## src/rtl/mem_arbiter.sv

```systemverilog
// Round-robin arbiter sharing one ce/we/addr/width/data/ready memory port among
// NUM_REQ clients; the grant is held until downstream ready or timeout.
module mem_arbiter #(
  parameter int NUM_REQ = 4,
  parameter int ADDR_W  = 32,
  parameter int DATA_W  = 32,
  parameter int TIMEOUT = 1024
) (
  input  logic                      clk,
  input  logic                      rst,
  input  logic [NUM_REQ-1:0]        req_ce_i,
  input  logic [NUM_REQ-1:0]        req_we_i,
  input  logic [NUM_REQ*ADDR_W-1:0] req_addr_i,
  input  logic [NUM_REQ*4-1:0]      req_width_i,
  input  logic [NUM_REQ*DATA_W-1:0] req_data_i,
  output logic [DATA_W-1:0]         req_data_o,
  output logic [NUM_REQ-1:0]        req_ready_o,
  output logic [NUM_REQ-1:0]        req_err_o,
  output logic                      ds_ce_o,
  output logic                      ds_we_o,
  output logic [ADDR_W-1:0]         ds_addr_o,
  output logic [3:0]                ds_width_o,
  output logic [DATA_W-1:0]         ds_data_o,
  input  logic [DATA_W-1:0]         ds_data_i,
  input  logic                      ds_ready_i,
  output logic [NUM_REQ-1:0]        grant_o
);
  localparam int IDX_W = (NUM_REQ > 1) ? $clog2(NUM_REQ) : 1;
  localparam int CNT_W = (TIMEOUT > 1) ? $clog2(TIMEOUT) : 1;
  localparam logic [CNT_W-1:0] CNT_LAST = CNT_W'((TIMEOUT > 0) ? TIMEOUT - 1 : 0);

  localparam logic [1:0] S_IDLE = 2'd0;
  localparam logic [1:0] S_BUSY = 2'd1;
  localparam logic [1:0] S_RESP = 2'd2;

  logic [1:0]         r_state;
  logic [IDX_W-1:0]   r_rr_ptr;
  logic [IDX_W-1:0]   r_gidx;
  logic [NUM_REQ-1:0] r_mask;
  logic [NUM_REQ-1:0] r_grant;
  logic [CNT_W-1:0]   r_cnt;
  logic [NUM_REQ-1:0] r_ready;
  logic [NUM_REQ-1:0] r_rerr;
  logic [DATA_W-1:0]  r_rdata;
  logic               r_ds_ce;
  logic               r_ds_we;
  logic [ADDR_W-1:0]  r_ds_addr;
  logic [3:0]         r_ds_width;
  logic [DATA_W-1:0]  r_ds_data;

  logic [NUM_REQ-1:0] w_elig;
  logic               w_found;
  logic [IDX_W-1:0]   w_pick;
  logic [NUM_REQ-1:0] w_pick_oh;
  logic [IDX_W-1:0]   w_next_ptr;
  int                 w_k;
  logic               w_we;
  logic [ADDR_W-1:0]  w_addr;
  logic [3:0]         w_width;
  logic [DATA_W-1:0]  w_data;

  assign w_elig     = req_ce_i & ~r_mask;
  assign w_pick_oh  = NUM_REQ'(1) << w_pick;
  assign w_next_ptr = (r_gidx == IDX_W'(NUM_REQ - 1)) ? '0 : r_gidx + IDX_W'(1);

  // Scan from the highest offset down so the closest index at/after rr_ptr wins.
  always_comb begin
    w_found = 1'b0;
    w_pick  = '0;
    w_k     = 0;
    for (int i = NUM_REQ - 1; i >= 0; i--) begin
      w_k = int'(r_rr_ptr) + i;
      if (w_k >= NUM_REQ) w_k = w_k - NUM_REQ;
      if (w_elig[w_k[IDX_W-1:0]]) begin
        w_found = 1'b1;
        w_pick  = w_k[IDX_W-1:0];
      end
    end
  end

  always_comb begin
    w_we    = 1'b0;
    w_addr  = '0;
    w_width = '0;
    w_data  = '0;
    for (int i = 0; i < NUM_REQ; i++) begin
      if (w_pick == IDX_W'(i)) begin
        w_we    = req_we_i[i];
        w_addr  = req_addr_i[i*ADDR_W +: ADDR_W];
        w_width = req_width_i[i*4 +: 4];
        w_data  = req_data_i[i*DATA_W +: DATA_W];
      end
    end
  end

  always_ff @(posedge clk or negedge rst) begin
    if (!rst) begin
      r_state    <= S_IDLE;
      r_rr_ptr   <= '0;
      r_gidx     <= '0;
      r_mask     <= '0;
      r_grant    <= '0;
      r_cnt      <= '0;
      r_ready    <= '0;
      r_rerr     <= '0;
      r_rdata    <= '0;
      r_ds_ce    <= 1'b0;
      r_ds_we    <= 1'b0;
      r_ds_addr  <= '0;
      r_ds_width <= '0;
      r_ds_data  <= '0;
    end else begin
      r_ready <= '0;
      r_rerr  <= '0;
      case (r_state)
        S_IDLE: begin
          r_mask <= '0;
          if (w_found) begin
            r_ds_ce    <= 1'b1;
            r_ds_we    <= w_we;
            r_ds_addr  <= w_addr;
            r_ds_width <= w_width;
            r_ds_data  <= w_data;
            r_grant    <= w_pick_oh;
            r_gidx     <= w_pick;
            r_cnt      <= '0;
            r_state    <= S_BUSY;
          end
        end
        S_BUSY: begin
          r_cnt <= r_cnt + CNT_W'(1);
          if (ds_ready_i) begin
            r_rdata <= ds_data_i;
            r_ds_ce <= 1'b0;
            r_ready <= r_grant;
            r_state <= S_RESP;
          end else if (TIMEOUT != 0 && r_cnt == CNT_LAST) begin
            r_rdata <= '0;
            r_ds_ce <= 1'b0;
            r_ready <= r_grant;
            r_rerr  <= r_grant;
            r_state <= S_RESP;
          end
        end
        S_RESP: begin
          // Mask the served client for one IDLE cycle so a late-dropping ce cannot re-win.
          r_rr_ptr <= w_next_ptr;
          r_mask   <= r_grant;
          r_grant  <= '0;
          r_state  <= S_IDLE;
        end
        default: r_state <= S_IDLE;
      endcase
    end
  end

  assign req_data_o  = r_rdata;
  assign req_ready_o = r_ready;
  assign req_err_o   = r_rerr;
  assign ds_ce_o     = r_ds_ce;
  assign ds_we_o     = r_ds_we;
  assign ds_addr_o   = r_ds_addr;
  assign ds_width_o  = r_ds_width;
  assign ds_data_o   = r_ds_data;
  assign grant_o     = r_grant;
endmodule

```

## config.mk

```make
export PLATFORM = sky130hd
export DESIGN_NAME = mem_arbiter
export DESIGN_NICKNAME = d
export VERILOG_FILES = /design/src/rtl/mem_arbiter.sv
export SDC_FILE = /design/constraint.sdc
export NUM_CORES = 1
export LEC_CHECK = 0
export BUFFER_PORTS_ARGS = -buffer_cell sky130_fd_sc_hd__buf_2
export CORE_AREA = 4 4 163 165
export DETAILED_ROUTE_END_ITERATION = 8
export DIE_AREA = 0 0 167 169
export HOLD_SLACK_MARGIN = 0.02
export SLEW_MARGIN = 15
export SYNTH_ARGS = -nofsm -noshare
export SYNTH_HDL_FRONTEND = slang
export SYNTH_SLANG_ARGS = --single-unit
```

## constraint.sdc

```tcl
create_clock -name clk -period 2.2 [get_ports clk]
set_clock_uncertainty 0.1 [all_clocks]
set_input_delay 0.11 -clock clk [delete_from_list [all_inputs] [get_ports clk]]
set_output_delay 0.11 -clock clk [all_outputs]
set_load 0.005 [all_outputs]
```

==> impl_metrics.tcl, run 1 <==
set metrics [dict create \
    run_status "finished with violations" \
    failed_checks "negative setup slack" \
    clk-insertion-delay-late_ns 0.41 \
    synthesis.yosys.warnings 0 \
    synth_seq_area_share_pct 49.23 \
    rsz0062_at_grt "true" \
    ys_dominant_reg_cell "dfrtp_1" \
    critPathArrivalTime_ns 2.48 \
    cts.sink_count 134 \
    switching_share_pct 40.08 \
    instance_count_after_placement_with_tap_cells_included 1464 \
    cts-buffers-inserted 17 \
    postSynthAreaPerCell_um2 9.594 \
    power.switching_mw 6.022 \
    netlist.top_cell.by_area "dfrtp_1" \
    criticalPathCategory "register to register" \
    post_drt_antenna_nets 0 \
    chipWidth_um 167 \
    critical_path_required_ns 2.37 \
    final-hold-violation-count 0 \
    num_vias 9482 \
    crit_family "compound AO/OA/AOI/OAI gates" \
    grt_max_degree 49 \
    grt_usage_pct 23.84 \
    clock_path_buffers 2 \
    areaGrowthSynthToFinish_pct 99.08 \
    fmaxAchievable_mhz 433.6 \
    finalCritPeriodShare_pct 104.8 \
    crit_chain "nand2b_4 -> a221o_1 -> a311oi_4 -> buf_6 -> buf_12 -> buf_12 -> mux2i_2 -> o221ai_1" \
    finish.net_count 1775 \
    std_cell_core_area_um2 25040 \
    setup_viol 34 \
    worstSetupStartpointType "register" \
    synth.distinct_cells 46 \
    syn_inst 710 \
    share_of_synthesized_area_spent_on_multiplexers_pct 4.996 \
    critPathMostFrequentCell "buf_12" \
    dp_worst_setup_slack_ns -0.06672 \
    path_clk_slew_ns 0.06 \
    die_height_um 169 \
    instances_no_fill 1805 \
    first_global_vias 9969 \
    cts_tree "built" \
    dpl.hpwl_um 21020 \
    crit_path_end_kind "register" \
    irDropWorstVdd_uv 559.8 \
    die_footprint_um2 28220 \
    drc 0 \
    timing_max_transition_violations_final 0 \
    initial_utilization_pct 27.21 \
    synth_edf_count 0 \
    seq_power_share_pct 28.2 \
    hold_path.class "input port to register" \
    critical_path.n_buffers_inverters 3 \
    floorplan.io_pins 429 \
    yosys.area_share.xor_xnor_pct 0 \
    total_leakage_power_nw 6.435 \
    aggregate_routed_wire_length_um 35620 \
    max_cap_viol_count 0 \
    share_clk_of_total_power_pct 19.4 \
    yosysTopAreaCellShare_pct 49.23 \
    internal_power_mw 9.004 \
    crit_path_slowest_cell "dfrtp_1" \
    synth_adder_area_share_pct 0.3674 \
    globalRouteOverflowTotal 0 \
    std_cell_rows 58 \
    netlist_area_um2 6812 \
    timing.max_slew.rel_slack_pct 57.08 \
    clock_tree.htree_level_count 4 \
    syn-num-nets 1027 \
    clk_root_buffer_cell "clkbuf_16" \
    asyncSetResetFlopFracSynth_pct 100.0 \
    io_buffer_count 428 \
    synth_area_leaders "dfrtp_1, o21ai_0, nand2_1, mux2i_1, a22o_1" \
    ys_seq_elements 134 \
    drt_pre_antenna_iters 6 \
    fillCellCount 2087 \
    globalplace.congestion 0.9385 \
    power.combinational.fraction_pct 52.4 \
    most_frequent_cell_after_synthesis "dfrtp_1" \
    drive_gt1_share_pct 37.76 \
    grt_antenna_before_repair 3 \
    post_synth_most_frequent_cells "dfrtp_1, nand2_1, o21ai_0" \
    routed_vias_inst 5.253 \
    setup_ws_ns -0.1061 \
    power.density_cell_area_nw_per_um2 1108 \
    timing.final.crit_period_ns 2.306 \
    wl_per_cell_um 19.73 \
    synth_simple_gate_area_share_pct 14.09 \
    max_slew.worst_pin.slew_ns 0.6380 \
    synth-compound-area-share_pct 26.65 \
    detail_route.iter0.violations 748 \
    worstPathMaxFanout 9 \
    synth_top_family_by_area "compound AO/OA/AOI/OAI gates" \
    wire_length_of_the_first_global_routing_pass_um 54050 \
    critical-path-max-stage-delay_ns 0.40 \
]
[placed cells by master, fill, tap and decap left out, drive strengths merged, types with 2 or more instances in the layout]
cell type	n
inv	12
or3	32
ha	2
nand2	91
clkbuf	20
o21ai	106
a311oi	2
a31oi	34
and2	5
bufinv	2
buf	497
o221ai	33
nor2b	4
a21oi	5
nor2	15
nand2b	6
a211o	5
and3	18
nor4	2
dfrtp	134
a22oi	32
o41ai	3
a311o	2
o22ai	5
clkinvlp	3
clkinv	3
nand4	2
a22o	33
mux2i	34
diode	5
nand3	17
o31ai	2
dlygate4sd3	297
[worst min-delay path, cell delays in order]
cell	delay [ns]
buf_2	0.10
nand2_1	0.04
and3_1	0.18
o21ai_1	0.08
[flip-flops by register name, summed over array words and instances (netlist names), 4 cells and up]
signal and cells:
req_data_o 32, grant_o 4, req_ready_o 4, ds_addr_o 32, r_cnt 10, ds_data_o 32
r_mask 4, ds_width_o 4, req_err_o 4
[per-layer routing]
layer,track usage (%),vias to the layer above,part of all wire (%)
li1,-,4192,-
met3,6.399,159,8.0
met4,14.02,2,5.5
met1,28.24,4452,38
met2,38.97,677,48
met5,0,-,0.031
[repair_timing]
item	4_1_cts	5_1_grt
setup buffers	2	5
pin swaps	0	14
hold buffers	296	1
endpoints found under the setup margin	18	70
endpoints found under the hold margin	239	1
gates resized for setup	1	31
cloned	0	1
[kinds of logic after synthesis]
group / count (synthesis)
fa+ha+maj: 2
buf+inv: 74
simple gates: 197
compound gates: 269
mux: 34
flops: 134
[worst paths after layout]
check                      slack, ns            end            start  depth (start not counted)
max in group asynchronous       1.25    r_rr_ptr[1]              rst                          3
hold / removal                  0.03   ds_data_o[7]  req_data_i[103]                          4
setup / recovery               -0.11   ds_data_o[1]        r_mask[2]                          8
setup reg to reg               -0.11   ds_data_o[1]        r_mask[2]                          8
hold reg to reg                 0.38        ds_ce_o          ds_ce_o                          2
min in group asynchronous       0.10  req_data_o[4]              rst                          2
[area by class of cell]
class                           instances  area (um2)  share of cell area [%]
Clock buffer                           19       442.9                   3.266
Inverter                                8       30.03                  0.2214
Clock inverter                         12       145.1                   1.070
Antenna cell                            5       12.51                 0.09227
Sequential cell                       134        3354                   24.74
Multi-Input combinational cell        502        3304                   24.37
Timing Repair Buffer                  795        5858                   43.20
Tap cell                              330       412.9                   3.045
[metrics by stage]
stage / hold slack [ns] / setup TNS (ns) / total power, mW / instance area (um2) / utilization (%)
after floorplan: -0.2856 / 0 / 7.785 / 6812 / -
after detailed placement: -0.008109 / -0.3560 / 11.10 / 9759 / 38.98
final: 0.03167 / -1.406 / 15.03 / 13560 / 54.16
after global routing: 0.02426 / -6.307 / 15.96 / 13550 / 54.13
after global placement: -0.01349 / 0 / 11.03 / 9759 / 38.98
after CTS: 0.02015 / -0.5756 / 14.53 / 13330 / 53.24
[power by group through the flow]
stage                     clock network, mW  registers (mW)  logic (mW)
after floorplan                           0            4.21        3.58
after global placement                    0            4.20        6.83
after detailed placement                  0            4.19        6.91
after CTS                              3.00            4.18        7.35
after global routing                   3.11            4.36        8.50
final                                  2.92            4.24        7.87
Note: power is estimated with default switching activity, not from simulation.
==> run 2, diff against run 1 <==
--- a/config.mk
+++ b/config.mk
@@ -6,9 +6,9 @@
 export NUM_CORES = 1
 export LEC_CHECK = 0
 export BUFFER_PORTS_ARGS = -buffer_cell sky130_fd_sc_hd__buf_2
-export CORE_AREA = 4 4 163 165
+export CORE_AREA = 4 4 165 167
 export DETAILED_ROUTE_END_ITERATION = 8
-export DIE_AREA = 0 0 167 169
+export DIE_AREA = 0 0 169 171
 export HOLD_SLACK_MARGIN = 0.02
 export SLEW_MARGIN = 15
 export SYNTH_ARGS = -nofsm -noshare
==> constraint.sdc (replaced) <==
create_clock -name clk -period 2.6 [get_ports clk]
set_clock_uncertainty 0.1 [all_clocks]
set_input_delay 0.13 -clock clk [delete_from_list [all_inputs] [get_ports clk]]
set_output_delay 0.13 -clock clk [all_outputs]
set_load 0.005 [all_outputs]
==> run 2 against run 1 <==
- cell count decreased by 2.3%
- the flow now finishes without violations
- largest power group unchanged
- sequential cell count unchanged
- count of clock-buffer cells in the layout unchanged
- sequential power decreased by 16%
- wire length decreased by 3.9%
- maximum frequency decreased by 3.7%
==> impl_metrics.tcl, run 2 (synthesis gave the netlist of run 1 again) <==
set metrics [dict create \
    run_status "complete, no violations" \
    path_clk_slew_ns 0.06 \
    aggregate_routed_wire_length_um 34240 \
    finalSetupTns_ns 0 \
    clk-insertion-delay-late_ns 0.41 \
    cts-resized-gates 0 \
    cts_tree "built" \
    finalCritPeriodShare_pct 92.13 \
    rsz0062_at_grt "false" \
    max_cap_viol_count 0 \
    grt_usage_pct 22.64 \
    detail_route.iter0.violations 625 \
    globalplace.congestion 0.8924 \
    clk_root_buffer_cell "clkbuf_16" \
    timing_max_transition_violations_final 0 \
    finish.net_count 1733 \
    chipWidth_um 169 \
    wl_per_cell_um 19.41 \
    critical_path_required_ns 2.83 \
    total_leakage_power_nw 6.172 \
    routed_vias_inst 5.172 \
    grt_max_degree 59 \
    irDropWorstVdd_uv 503.2 \
    setup_viol 0 \
    criticalPathCategory "register to register" \
    std_cell_core_area_um2 25760 \
    initial_utilization_pct 26.44 \
    drive_gt1_share_pct 35.27 \
    post_drt_antenna_nets 0 \
    dpl.hpwl_um 20990 \
    first_global_vias 9790 \
    critPathArrivalTime_ns 2.63 \
    max_slew.worst_pin.slew_ns 0.7538 \
    met3_usage_pct 6.123 \
    final_common_cell "buf_2" \
    die_height_um 171 \
    floorplan.io_pins 429 \
    timing.final.crit_period_ns 2.395 \
    most-common-layout-cells "buf_2, dlygate4sd3_1, dfrtp_1" \
    worstPathMaxFanout 38 \
    gr-usage-met2_pct 39.12 \
    num_vias 9124 \
    cts.sink_count 134 \
    grt_busiest_layer "met2" \
    total_power_mw 11.93 \
    wire_length_of_the_first_global_routing_pass_um 51980 \
    final_cell_area_um2 12960 \
    clock_tree.htree_level_count 4 \
    power.density_cell_area_nw_per_um2 920.7 \
    final-hold-violation-count 0 \
    clock_path_buffers 2 \
    drt_pre_antenna_iters 5 \
    areaGrowthSynthToFinish_pct 90.28 \
    die_footprint_um2 28900 \
    dpl-instance-area_um2 9505 \
    timing.max_slew.rel_slack_pct 49.75 \
    worstSetupStartpointType "register" \
    grt_use_met1_pct 25.58 \
    std_cell_rows 59 \
    globalRouteOverflowTotal 0 \
    cts-buffers-inserted 17 \
    crit_path_end_kind "register" \
    hold_path.class "input port to register" \
    grt_antenna_before_repair 2 \
    fillCellCount 2231 \
    io_buffer_count 428 \
    drc 0 \
    fmaxAchievable_mhz 417.5 \
]
==> run 2: final timing paths <==
path | start | to | slack, ns | depth (start not counted)
hold / removal | req_data_i[32] | ds_data_o[0] | 0.04 | 4
setup / recovery | r_mask[1] | ds_addr_o[3] | 0.20 | 8
setup reg to reg | r_mask[1] | ds_addr_o[3] | 0.20 | 8
hold reg to reg | r_cnt[6] | r_cnt[6] | 0.37 | 1
max in group asynchronous | rst | ds_width_o[2] | 1.61 | 3
min in group asynchronous | rst | req_data_o[5] | 0.12 | 2
==> run 2: final cells by class <==
type                            instances  area (um2)  area share [%]
Antenna cell                            3       7.507         0.05792
Clock buffer                           19       452.9           3.495
Clock inverter                         10       122.6          0.9460
Inverter                                8       30.03          0.2317
Multi-Input combinational cell        502        3182           24.55
Sequential cell                       134        3353           25.87
Tap cell                              335       419.2           3.234
Timing Repair Buffer                  753        5394           41.62
==> run 2: where the power goes <==
part           switching, mW  internal [mW]
clock network          0.942           1.46
logic                   3.28           2.68
registers              0.564           3.01
total                   4.79           7.14
==> run 2: stage by stage <==
stage / instances / utilization (%) / setup slack [ns] / hold slack [ns]
2_1_floorplan: 710 / - / 0.4389 / -0.2656
3_3_place_gp: 1445 / 36.89 / 0.2589 / -0.004113
3_5_place_dp: 1445 / 36.89 / 0.2405 / -0.004427
4_1_cts: 1761 / 50.28 / 0.2222 / 0.02049
5_1_grt: 1763 / 50.30 / 0.005027 / 0.04072
6_report: 1764 / 50.31 / 0.2047 / 0.03755
==> run 2: what timing repair did <==
item | CTS | global route
hold buffers | 287 | 0
hold endpoints to repair | 238 | 0
buffers inserted | 0 | 0
==> run 2: layer usage <==
| metal | vias up | share of wire [%] |
|---|---|---|
| met5 | - | 0 |
| met4 | 0 | 5.4 |
| met3 | 161 | 8.3 |
| met2 | 604 | 49 |
| met1 | 4271 | 37 |
| li1 | 4088 | - |
==> run 2: critical path: stages, from the launching register on <==
cell,delay [ns]
dfrtp_1,0.36
nor2b_1,0.05
buf_4,0.16
a221o_1,0.41
a311oi_4,0.34
buf_12,0.26
buf_12,0.23
a22oi_1,0.14
a31oi_1,0.25
==> run 3, diff against run 2 <==
--- a/config.mk
+++ b/config.mk
@@ -5,11 +5,13 @@
 export SDC_FILE = /design/constraint.sdc
 export NUM_CORES = 1
 export LEC_CHECK = 0
+export ABC_AREA = 1
 export BUFFER_PORTS_ARGS = -buffer_cell sky130_fd_sc_hd__buf_2
-export CORE_AREA = 4 4 165 167
+export CORE_AREA = 4 4 166 168
 export DETAILED_ROUTE_END_ITERATION = 8
-export DIE_AREA = 0 0 169 171
+export DIE_AREA = 0 0 170 172
 export HOLD_SLACK_MARGIN = 0.02
+export PLACE_DENSITY = 0.67
 export SLEW_MARGIN = 15
 export SYNTH_ARGS = -nofsm -noshare
 export SYNTH_HDL_FRONTEND = slang
==> run 3 against run 2 <==
- non-clock buffer count is 12 lower
- via count increased by 24%
- sequential share of layout area is 2.3 points lower
- sequential power about the same
- first-iteration DRC count grew 23%
- clock power barely moved
- sequential cell count unchanged
- wire length up 12%
- maximum frequency is 0.72% higher
- core utilization up 4.6 points
- critical path type unchanged
- critical endpoint is now ds_addr_o[24]
- largest power group unchanged
==> impl_metrics.tcl, run 3 <==
set metrics [dict create \
    worstSetupStartpointType "register" \
    drc 0 \
    clk-insertion-delay-late_ns 0.41 \
    crit_path_end_kind "register" \
    post_synth_most_frequent_cells "nand2_1, nand3_1, dfrtp_1" \
    yosys.area_share.xor_xnor_pct 0.2117 \
    synth_seq_area_share_pct 40.52 \
    criticalPathCategory "register to register" \
    depth_of_the_most_critical_reg_to_reg_path 16 \
    chipWidth_um 170 \
    worstPathMaxFanout 32 \
    final-hold-violation-count 0 \
    share_of_synthesized_area_spent_on_multiplexers_pct 0 \
    ys_seq_elements 134 \
    setup_viol 0 \
    grt_usage_pct 24.76 \
    std_cell_core_area_um2 25910 \
    grt_max_degree 82 \
    finalSetupTns_ns 0 \
    timing_max_transition_violations_final 0 \
    syn_inst 1174 \
    detail_route.iter0.violations 766 \
    io_buffer_count 428 \
    fmaxAchievable_mhz 420.5 \
    wl_per_cell_um 17.33 \
    multi_input_area_um2 4088 \
    postSynthAreaPerCell_um2 7.049 \
    final_cell_area_um2 14230 \
    reg2reg_setup_slack_ns 0.22 \
    timing.max_slew.rel_slack_pct 61.88 \
    wire_length_of_the_first_global_routing_pass_um 58110 \
    max_slew.worst_pin.slew_ns 0.5718 \
    run_status "complete, no violations" \
    synth_adder_area_share_pct 0.3024 \
    drive_gt1_share_pct 27.35 \
    fillCellCount 2242 \
    holdWs_ns 0.01914 \
    synth.distinct_cells 35 \
    finish.net_count 2169 \
    die_footprint_um2 29240 \
    cts_tree "built" \
    clk_root_buffer_cell "clkbuf_16" \
    dpl-instance-area_um2 10780 \
    synth_simple_gate_area_share_pct 41.12 \
    routed_vias_inst 5.106 \
    floorplan.io_pins 429 \
    aggregate_routed_wire_length_um 38300 \
    reg2reg_from "r_rr_ptr[0]" \
    rsz0062_at_grt "false" \
    synth_edf_count 0 \
    most_frequent_cell_after_synthesis "nand2_1" \
    critical_path_required_ns 2.80 \
    timing.final.crit_period_ns 2.378 \
    timing.hold.worst.start "req_addr_i[61]" \
    asyncSetResetFlopFracSynth_pct 100.0 \
    power.density_cell_area_nw_per_um2 1294 \
    min_delay_worst_endpoint "ds_addr_o[29]" \
    netlist_area_um2 8275 \
    post_drt_antenna_nets 0 \
    yosysTopAreaCellShare_pct 40.52 \
    grt_antenna_before_repair 3 \
    synth-compound-area-share_pct 7.469 \
    finalCritPeriodShare_pct 91.47 \
    r2r_end "ds_addr_o[24]" \
    std_cell_rows 59 \
    critPathArrivalTime_ns 2.58 \
    path_clk_slew_ns 0.07 \
    synthesis.yosys.warnings 0 \
    irDropWorstVdd_uv 903.5 \
    ys_dominant_reg_cell "dfrtp_1" \
    first_global_vias 11330 \
    final_common_cell "buf_2" \
    netlist.top_cell.by_area "dfrtp_1" \
    hold_path.class "input port to register" \
    synth_top_family_by_area "simple AND/OR/NAND/NOR gates" \
    drt_pre_antenna_iters 6 \
    clock_path_buffers 2 \
    cts-buffers-inserted 17 \
    total_leakage_power_nw 7.706 \
    globalplace.congestion 0.9013 \
    globalRouteOverflowTotal 0 \
    initial_utilization_pct 31.94 \
    clock_tree.htree_level_count 4 \
    syn-num-nets 1491 \
    min_delay_path_depth 5 \
    die_height_um 172 \
    dpl.hpwl_um 23350 \
    cts.sink_count 134 \
    register_area_um2 3354 \
    num_vias 11290 \
    areaGrowthSynthToFinish_pct 72.01 \
    synth_area_leaders "dfrtp_1, nand2_1, nand3_1, inv_1, nand3b_1" \
    most-common-layout-cells "buf_2, nand2_1, dlygate4sd3_1" \
    max_cap_viol_count 0 \
]
[run 3: repair_timing]
item | in CTS | in global routing
setup buffers | 0 | 3
hold endpoints to repair | 158 | 0
hold buffers | 283 | 0
setup endpoints to repair | 0 | 90
gates resized for setup | 0 | 6
[run 3: worst max path at each step]
stage          cells after the start       endpoint        start
2_1_floorplan                     17  ds_data_o[10]  r_rr_ptr[0]
3_3_place_gp                      14  ds_addr_o[18]  r_rr_ptr[0]
3_5_place_dp                      15   ds_addr_o[4]  r_rr_ptr[0]
4_1_cts                           15  ds_addr_o[19]  r_rr_ptr[0]
5_1_grt                           16  ds_addr_o[24]  r_rr_ptr[0]
6_report                          16  ds_addr_o[24]  r_rr_ptr[0]
[run 3: routing by layer]
layer  wire [um]  part of all wire [%]  track usage (%)  vias to the layer above
met2       18010                    47            41.00                      779
li1            -                     -                -                     5184
met3        3661                   9.6            6.264                      200
met5          11                 0.029                0                        -
met4        2301                   6.0            15.21                        2
met1       14320                    37            28.94                     5120
[run 3: final cells by class]
class	instances	area share [%]
timing repair buffer	741	37.57
clock inverter	13	0.8526
multi-input combinational	843	28.72
clock buffer	19	3.112
sequential	134	23.57
antenna	10	0.1758
inverter	115	3.068
tap	335	2.945
[run 3: cell families (layout without fill, tap and decap cells)]
logic type | after synthesis | after routing
flops | 134 | 134
compound gates | 92 | 92
simple gates | 747 | 747
xor+xnor | 2 | 2
fa+ha+maj | 2 | 2
buf+inv | 197 | 888
other cells | 0 | 10
[run 3: where the power goes]
group          total, mW  switching [mW]  leakage (nW)  internal, mW
clock               2.39            1.04         0.263          1.35
combinational       12.5            7.87          5.75          4.62
sequential          3.54           0.498          1.69          3.04
[run 3: critical path, cell delays in order (launching register included)]
cell and delay, ns:
dfrtp_2 0.47, inv_2 0.10, nand3_1 0.07, nand2_1 0.08, nand2_1 0.07, nand2_1 0.10, nor2_1 0.07, nor2_1 0.17
nand2_4 0.16, nand2_8 0.16, buf_12 0.17, buf_12 0.18, nand3b_1 0.10, nand2_1 0.08, inv_1 0.05, nand2_1 0.06
nand2_1 0.05
[run 3: metrics by stage]
stage	utilization, %	setup WS [ns]	std cells	power (mW)
6_report	54.94	0.2218	2210	18.42
5_1_grt	54.86	0.01257	2202	20.01
4_1_cts	54.72	0.1442	2197	18.04
3_5_place_dp	41.61	0.1493	1882	15.27
3_3_place_gp	41.61	0.2289	1882	15.06
2_1_floorplan	-	0.6245	1174	11.63
